## src/rtl/reserve_station_pkg.sv

```systemverilog
// reserve_station_pkg: shared widths, entry layout and CDB operand snoop helper
package reserve_station_pkg;
  localparam int OPERATOR_WIDTH = 6;
  localparam int DATA_WIDTH = 32;
  localparam int ADDRESS_WIDTH = 32;
  localparam int ROB_WIDTH = 4;
  localparam int DEF_RS_SIZE = 8;
  localparam int DEF_RS_IDX_WIDTH = $clog2(DEF_RS_SIZE);
  typedef logic [OPERATOR_WIDTH-1:0] op_t;
  typedef logic [DATA_WIDTH-1:0] data_t;
  typedef logic [ADDRESS_WIDTH-1:0] addr_t;
  typedef logic [ROB_WIDTH-1:0] rob_t;
  localparam op_t NOP = '0;
  localparam data_t ZERO_DATA = '0;
  localparam addr_t ZERO_ADDR = '0;
  typedef struct packed {
    logic rdy;
    data_t val;
    rob_t tag;
  } operand_t;
  typedef struct packed {
    logic busy;
    op_t op;
    addr_t pc;
    data_t imm;
    rob_t reorder;
    operand_t rs;
    operand_t rt;
  } entry_t;
  function automatic operand_t snoop(input operand_t o, input logic ae, input rob_t at, input data_t av,
                                     input logic le, input rob_t lt, input data_t lv);
    snoop = o;
    if (!o.rdy && ae && o.tag == at) snoop = '{1'b1, av, o.tag};
    else if (!o.rdy && le && o.tag == lt) snoop = '{1'b1, lv, o.tag};
  endfunction
endpackage

```

## src/rtl/rs_priority_encoder.sv

```systemverilog
// rs_priority_encoder: index of the lowest set request bit plus any-set flag
module rs_priority_encoder #(
  parameter int N = 8,
  parameter int W = $clog2(N)
) (
  input  logic [N-1:0] req,
  output logic [W-1:0] idx,
  output logic         valid
);
  always_comb begin
    idx = '0;
    for (int i = N - 1; i >= 0; i--) if (req[i]) idx = W'(i);
  end
  assign valid = |req;
endmodule

```

## src/rtl/reserve_station.sv

```systemverilog
// reserve_station: tag-matching reservation station feeding one ALU from two CDBs
module reserve_station
  import reserve_station_pkg::*;
#(
  parameter int RS_SIZE = DEF_RS_SIZE
) (
  input  logic  clk_in,
  input  logic  rst_in,
  input  logic  rdy_in,
  input  logic  in_flush,
  input  logic  in_issue_enable,
  input  op_t   in_issue_type,
  input  addr_t in_issue_pc,
  input  data_t in_issue_imm,
  input  rob_t  in_issue_reorder,
  input  logic  in_issue_rs_ready,
  input  data_t in_issue_rs_value,
  input  rob_t  in_issue_rs_tag,
  input  logic  in_issue_rt_ready,
  input  data_t in_issue_rt_value,
  input  rob_t  in_issue_rt_tag,
  input  logic  in_alu_cdb_enable,
  input  rob_t  in_alu_cdb_reorder,
  input  data_t in_alu_cdb_result,
  input  logic  in_lsb_cdb_enable,
  input  rob_t  in_lsb_cdb_reorder,
  input  data_t in_lsb_cdb_result,
  output logic  out_full,
  output logic  out_alu_enable,
  output op_t   out_alu_type,
  output addr_t out_alu_pc,
  output data_t out_alu_imm,
  output data_t out_alu_rs,
  output data_t out_alu_rt,
  output rob_t  out_alu_reorder
);
  localparam int IDX_W = $clog2(RS_SIZE);
  entry_t ent [RS_SIZE];
  logic [RS_SIZE-1:0] busy, ready;
  logic [IDX_W-1:0] free_idx, sel_idx;
  logic free_vld, sel_vld, disp;
  operand_t new_rs, new_rt;
  function automatic operand_t cap(input operand_t o);
    return snoop(o, in_alu_cdb_enable, in_alu_cdb_reorder, in_alu_cdb_result,
                 in_lsb_cdb_enable, in_lsb_cdb_reorder, in_lsb_cdb_result);
  endfunction
  for (genvar g = 0; g < RS_SIZE; g++) begin : g_vec
    assign busy[g] = ent[g].busy;
    assign ready[g] = ent[g].busy & ent[g].rs.rdy & ent[g].rt.rdy;
  end
  assign out_full = &busy;
  assign disp = sel_vld & ~in_flush;
  assign new_rs = cap({in_issue_rs_ready, in_issue_rs_value, in_issue_rs_tag});
  assign new_rt = cap({in_issue_rt_ready, in_issue_rt_value, in_issue_rt_tag});
  rs_priority_encoder #(.N(RS_SIZE), .W(IDX_W)) u_free (.req(~busy), .idx(free_idx), .valid(free_vld));
  rs_priority_encoder #(.N(RS_SIZE), .W(IDX_W)) u_sel (.req(ready), .idx(sel_idx), .valid(sel_vld));
  always_ff @(posedge clk_in or posedge rst_in) begin
    if (rst_in) begin
      for (int i = 0; i < RS_SIZE; i++) ent[i] <= '0;
      out_alu_enable <= 1'b0;
      out_alu_type <= NOP;
      out_alu_pc <= ZERO_ADDR;
      out_alu_imm <= ZERO_DATA;
      out_alu_rs <= ZERO_DATA;
      out_alu_rt <= ZERO_DATA;
      out_alu_reorder <= '0;
    end else if (rdy_in) begin
      out_alu_enable <= disp;
      out_alu_type <= disp ? ent[sel_idx].op : NOP;
      out_alu_pc <= disp ? ent[sel_idx].pc : ZERO_ADDR;
      out_alu_imm <= disp ? ent[sel_idx].imm : ZERO_DATA;
      out_alu_rs <= disp ? ent[sel_idx].rs.val : ZERO_DATA;
      out_alu_rt <= disp ? ent[sel_idx].rt.val : ZERO_DATA;
      out_alu_reorder <= disp ? ent[sel_idx].reorder : '0;
      for (int i = 0; i < RS_SIZE; i++) begin
        if (in_flush) ent[i].busy <= 1'b0;
        else begin
          if (ent[i].busy) begin
            ent[i].rs <= cap(ent[i].rs);
            ent[i].rt <= cap(ent[i].rt);
          end
          // selected entry is busy, free entry is not, so these never collide
          if (sel_vld && IDX_W'(i) == sel_idx) ent[i].busy <= 1'b0;
          if (in_issue_enable && free_vld && IDX_W'(i) == free_idx)
            ent[i] <= '{1'b1, in_issue_type, in_issue_pc, in_issue_imm, in_issue_reorder, new_rs, new_rt};
        end
      end
    end
  end
endmodule

```

## config.mk

```make
export PLATFORM = sky130hd
export DESIGN_NAME = reserve_station
export DESIGN_NICKNAME = d
export VERILOG_FILES = /design/src/rtl/reserve_station_pkg.sv /design/src/rtl/rs_priority_encoder.sv /design/src/rtl/reserve_station.sv
export SDC_FILE = /design/constraint.sdc
export NUM_CORES = 2
export LEC_CHECK = 0
export CAP_MARGIN = 10
export CORE_ASPECT_RATIO = 1.2
export CORE_UTILIZATION = 49
export DETAILED_ROUTE_END_ITERATION = 12
export GPL_ROUTABILITY_DRIVEN = 0
export HOLD_SLACK_MARGIN = 0.08
export PLACE_DENSITY_LB_ADDON = 0.12
export SYNTH_ARGS = -nofsm -noshare
export SYNTH_HDL_FRONTEND = slang
export SYNTH_HIERARCHICAL = 1
export SYNTH_SLANG_ARGS = --single-unit
```

## constraint.sdc

```tcl
create_clock -name clk_in -period 43.7 [get_ports clk_in]
set_input_delay 6.555 -clock clk_in [delete_from_list [all_inputs] [get_ports clk_in]]
set_output_delay 6.555 -clock clk_in [all_outputs]
set_load 0.02 [all_outputs]
```

# Yosys cells after proc, flatten, opt, wreduce, memory -nomap -nowiden
# Cells that the tools add are included.
[word_totals]
elab_cells = 435
regBits = 1331
output_inout_bits = 140
[op_classes]
mux = 93
n_lt_le_gt_ge = 1
eq_ne = 50
reduce_logical = 176
bitwise = 20
[ops]
columns = ["cell", "n"]
rows = [
  ["$mux W37", 36],
  ["$mux W149", 8],
  ["$mux W74", 8],
  ["$bmux W149 S3", 1],
  ["$mux W148", 2],
  ["$eq A4 B4 Y1", 36],
  ["$mux W32", 4],
  ["$logic_and A1 B1 Y1", 89],
  ["$reduce_bool A3 Y1", 24],
  ["$reduce_and A4 Y1", 16],
  ["$mux W3", 16],
  ["$eq A3 B3 Y1 const A", 8],
  ["$reduce_and A3 Y1", 8],
  ["$logic_not A1 Y1", 18],
  ["$and A1 B1 Y1", 17],
  ["$mux W1", 16],
  ["$reduce_and A2 Y1", 8],
  ["$reduce_bool A2 Y1", 8],
  ["$reduce_or A8 Y1", 2],
  ["$eq A2 B3 Y1 const A", 4],
  ["$not A8 Y8", 1],
  ["$reduce_and A8 Y1", 1],
  ["$eq A1 B3 Y1 const A", 2],
  ["$logic_not A3 Y1", 2],
  ["5 further kinds", 5],
]

# Longest topological paths before layout
[depth]
word_depth = 15
mapped_depth = 13
ltp_nobuf = 10

# By module
# Netlist, hierarchy kept.
[by_module_without_submodules]
columns = ["module", "instances", "cells_each", "area_per_inst_um2"]
rows = [
  ["reserve_station", 1, 6756, 70047.2],
  ["rs_priority_encoder", 2, 13, 81.3],
]

# Worst setup path before layout
# OpenSTA, ideal clock, no wires.
[synth_path]
kind = "input -> register"
startpoint = "input in_alu_cdb_reorder[2]"
endpoint = "register ent[41] in the netlist's numbering"
slack_ps = 35160
setup_ps = 121
cell_stages = 11
t_arrival_ps = 8419
path_cell_list = "buf_6 > xnor2_1 > nand3_1 > or4b_1 > clkbuf_1 > a21o_1 > buf_6 > and2_1 > buf_6 > buf_6 > a22o_1"
[synth_between]
elab_chain_len = 5
[synth_lines]
columns = ["item", "line_no", "source"]
rows = [
  ["from (decl)", "reserve_station.sv:23", "input rob_t in_alu_cdb_reorder,"],
  ["$eq A4 B4 Y1", "reserve_station_pkg.sv:33", "if (!o.rdy && ae && o.tag == at) snoop = '{1'b1, av, o.tag};"],
  ["$logic_and A1 B1 Y1", "reserve_station_pkg.sv:33", ""],
  ["$mux W37", "reserve_station_pkg.sv:33", ""],
  ["$mux W74", "reserve_station.sv:78", "if (ent[i].busy) begin"],
  ["$mux W149", "reserve_station.sv:84", "if (in_issue_enable && free_vld && IDX_W'(i) == free_idx)"],
  ["to (signal, indexed assignment)", "reserve_station.sv:85", "ent[i] <= '{1'b1, in_issue_type, in_issue_pc, in_issue_imm, in_issue_reorder, new_rs, new_rt};"],
  ["to (decl)", "reserve_station.sv:38", "entry_t ent [RS_SIZE];"],
]
# Parallel ways exist; a longest one is shown, timed or not. The select of a mux whose other input is x is not followed.
# A chain may end at the register's enable or synchronous reset.

==> flow_summary.ini <==
[outcome]
run_status = finished clean

[global_routing]
grt_pass1_vias = 59300
initial_antenna_violation_count = 32
grt_usage_pct = 37.1
pin_count_of_the_biggest_net_entering_global_routing = 177
gr-total-overflow = 0
grt_first_pass_wirelength_um = 399000

[routing]
ant_nets = 0
final_wirelength_um = 270000
routed-via-count = 59300
drt-pass1-iter-count = 10
wl_per_cell_um = 30.9
avgViaCountPerCell = 6.77
detail_route.drc_violations = 0
detailed_router_s_first_iteration_violation_count = 7579

[clocking]
cts_hold_buffers = 0
cts.sinks = 1331
worst_skew_pair.late_latency_ns = 0.81
cts_post_setup_buffers_inserted = 0
clk_root_buffer_cell = sky130_fd_sc_hd__clkbuf_16
worst_setup_hold_path_clk_slew_ns = 0.06
cts_made_buffers = 148
number_of_gates_given_a_new_drive_strength_after_cts = 0
tritoncts_clock_tree = built
cts-htree-levels = 4
clock_tree.buffer_depth = 3

[timing]
timing.max_slew.rel_slack_pct = 10.8
timing_hold_violations_final = 0
final-setup-viol-count = 0
worstMarginPinSlew_ns = 1.34
maxSlewViolCount = 0
period_share_pct = 24.6
setup_ws_ns = 32.94
post-route-min-period_ns = 10.76
clock.fmax_mhz = 93.0
fin_worst_skew_ns = 0.0303
rsz0062_at_grt = false
timing.setup.tns_ns = 0

[flow_run]
cap_violations = 0

[floorplan]
initial_core_util_pct = 49.5
core-area_mm2 = 0.142
die_span_y_um = 417
floorplan.io_pins = 367
die_w_um = 348
floorplan.rows = 151
design.die.area_mm2 = 0.145

[synthesis]
yosysWarningCount = 6
syn_area_mm2 = 0.0702
syn-num-nets = 7009
seq_area_frac_synth_pct = 47.4
post_synthesis_cell_count = 6782
synth-edff-count = 0
synthDistinctLibCells = 75
ys_async_sr_fraction_pct = 100
postSynthAreaPerCell_um2 = 10.4
dominantRegCellSynth = sky130_fd_sc_hd__dfrtp_1
synth.ff_latch_count = 1331

[critical_path]
setup.worst_path.class = in -> async
endpoint_kind = asynchronous set/reset pin
worst_ep_arrival_time_ns = 11.51
cp.required_ns = 44.46
critical_path_maximum_fanout = 145
critPathLaunch = rst_in
r2r_startpoint = busy[4]
critical_path.startpoint_type = input port

[finish]
nets_finish = 7024
mostFrequentLayoutCells = sky130_fd_sc_hd__nand2_1, sky130_fd_sc_hd__dfrtp_1, sky130_fd_sc_hd__mux2i_1
area_growth_pct = 14.3
commonest_non_fill_non_tap_cell_in_the_layout = sky130_fd_sc_hd__nand2_1
final_layout_size_suffix_gt1_share_pct = 15.8
final_area_mm2 = 0.0803
final.fill_count = 12200

[placement]
placed_area_mm2 = 0.0754
pre_cts_ws_ns = 31.98
io_buffer_count = 366
hpwlAfterDp_um = 152000

[pwr]
power_density_mw_per_mm2 = 55.7
power_leakage_nw = 37.1
ir_drop_mv = 0.0606

[worst_hold_path]
hp-start = ent[836]
worst_hold_path_type = reg -> reg
==> where the power goes <==
part / leakage [nW] / switching (W) / internal (W)
Combinational: 17.0 / 0.000816 / 0.000687
Sequential: 17.6 / 0.000173 / 0.00152
Clock: 2.40 / 0.000539 / 0.000733
==> per-stage QoR <==
step                cells  hold WS (ns)  util, %  total power [W]
floorplan            6782         0.440        -          0.00269
global placement     8481         0.453     53.2          0.00318
detailed placement   8483         0.458     53.2          0.00321
CTS                  8747         0.472     56.6          0.00448
global route         8750         0.490     56.6          0.00466
finish               8755         0.470     56.6          0.00447
==> worst paths after layout <==
kind,end,slack (ns),depth (start not counted)
min,ent[836],0.47,2
min in group asynchronous,out_alu_rs[28],6.13,2
max in group clk_in,ent[473],33.65,9
max reg2reg,ent[760],38.55,12
min reg2reg,ent[836],0.47,2
max,ent[728],32.94,7
==> routing by layer <==
metal	vias to the layer above	wire, µm	track usage (%)
li1	24400	-	-
met1	29800	102000	47.8
met2	3895	118000	55.3
met3	1091	31700	11.2
met4	46	18400	21.8
met5	-	436	0
==> synthesized netlist by cell type, types with 5 or more instances <==
cell                           n  area [µm²]
sky130_fd_sc_hd__nor3_1      121         606
sky130_fd_sc_hd__a31oi_1      38         238
sky130_fd_sc_hd__xnor2_1      30         263
sky130_fd_sc_hd__o22ai_1     189        1180
sky130_fd_sc_hd__o31ai_2      24         300
sky130_fd_sc_hd__a21o_1       39         293
sky130_fd_sc_hd__nand4_1      47         294
sky130_fd_sc_hd__buf_2       102         510
sky130_fd_sc_hd__o21ai_1       5        25.0
sky130_fd_sc_hd__a21boi_0     25         188
sky130_fd_sc_hd__mux2i_1     426        4260
sky130_fd_sc_hd__a31o_2       11        96.3
sky130_fd_sc_hd__o211ai_1     11        82.6
sky130_fd_sc_hd__dfrtp_1    1331       33300
sky130_fd_sc_hd__xor2_1       36         315
sky130_fd_sc_hd__a22o_1       38         333
sky130_fd_sc_hd__nor4b_1       5        43.8
sky130_fd_sc_hd__a222oi_1     71         711
sky130_fd_sc_hd__nor4_2        5        62.6
sky130_fd_sc_hd__a22oi_1      21         158
sky130_fd_sc_hd__and3_1       61         382
sky130_fd_sc_hd__mux2_2      304        3420
sky130_fd_sc_hd__and4_1        8        70.1
sky130_fd_sc_hd__nand3_1     168         841
sky130_fd_sc_hd__a32oi_1       5        43.8
sky130_fd_sc_hd__o21ai_0     106         531
sky130_fd_sc_hd__a221o_1     222        2220
sky130_fd_sc_hd__o221ai_1     98         858
sky130_fd_sc_hd__nor2_1      200         751
sky130_fd_sc_hd__o31ai_1      35         263
sky130_fd_sc_hd__nor2b_1      19         119
sky130_fd_sc_hd__buf_1        68         255
sky130_fd_sc_hd__nand2b_1     27         169
sky130_fd_sc_hd__buf_6         6        67.6
sky130_fd_sc_hd__clkbuf_1    485        1820
sky130_fd_sc_hd__or3_1        33         206
sky130_fd_sc_hd__o211a_1       5        50.1
sky130_fd_sc_hd__nand2_1    1477        5540
sky130_fd_sc_hd__a21oi_1     205        1030
sky130_fd_sc_hd__a32o_1       31         310
sky130_fd_sc_hd__o2111ai_1     7        61.3
sky130_fd_sc_hd__buf_4        13        97.6
sky130_fd_sc_hd__a2bb2oi_1     6        52.6
sky130_fd_sc_hd__inv_1       285        1070
sky130_fd_sc_hd__mux4_2      276        6220
==> state kept, by name, summed over array words and instances, names as in the netlist <==
| register | count |
|---|---|
| ent | 1184 |
| out_alu_imm | 32 |
| out_alu_pc | 32 |
| out_alu_rs | 32 |
| out_alu_rt | 32 |
| busy | 8 |
| out_alu_type | 6 |
| out_alu_reorder | 4 |
| out_alu_enable | 1 |
==> final cells by class <==
type | instances | area (µm²) | share of cell area, %
Inverter | 288 | 1080 | 1.35
Clock buffer | 222 | 4450 | 5.54
Multi-Input combinational cell | 4489 | 33600 | 41.9
Clock inverter | 42 | 420 | 0.524
Antenna cell | 8 | 20.0 | 0.0249
Sequential cell | 1331 | 33300 | 41.5
Timing Repair Buffer | 539 | 5070 | 6.32
Tap cell | 1836 | 2300 | 2.86
==> cell families after synthesis <==
logic type / synth area share [%]
xor+xnor: 0.823
mux: 19.8
compound gates: 13.3
simple gates: 13.2
flops: 47.4
buf+inv: 5.46
==> critical path: stages <==
cell and delay [ns]:
sky130_fd_sc_hd__clkdlybuf4s50_1 0.47, sky130_fd_sc_hd__clkinvlp_4 0.28, sky130_fd_sc_hd__buf_4 0.75, sky130_fd_sc_hd__buf_4 0.82, sky130_fd_sc_hd__buf_4 0.78, sky130_fd_sc_hd__buf_12 0.60
sky130_fd_sc_hd__buf_4 0.91
Power figures use the tool's default switching activity.
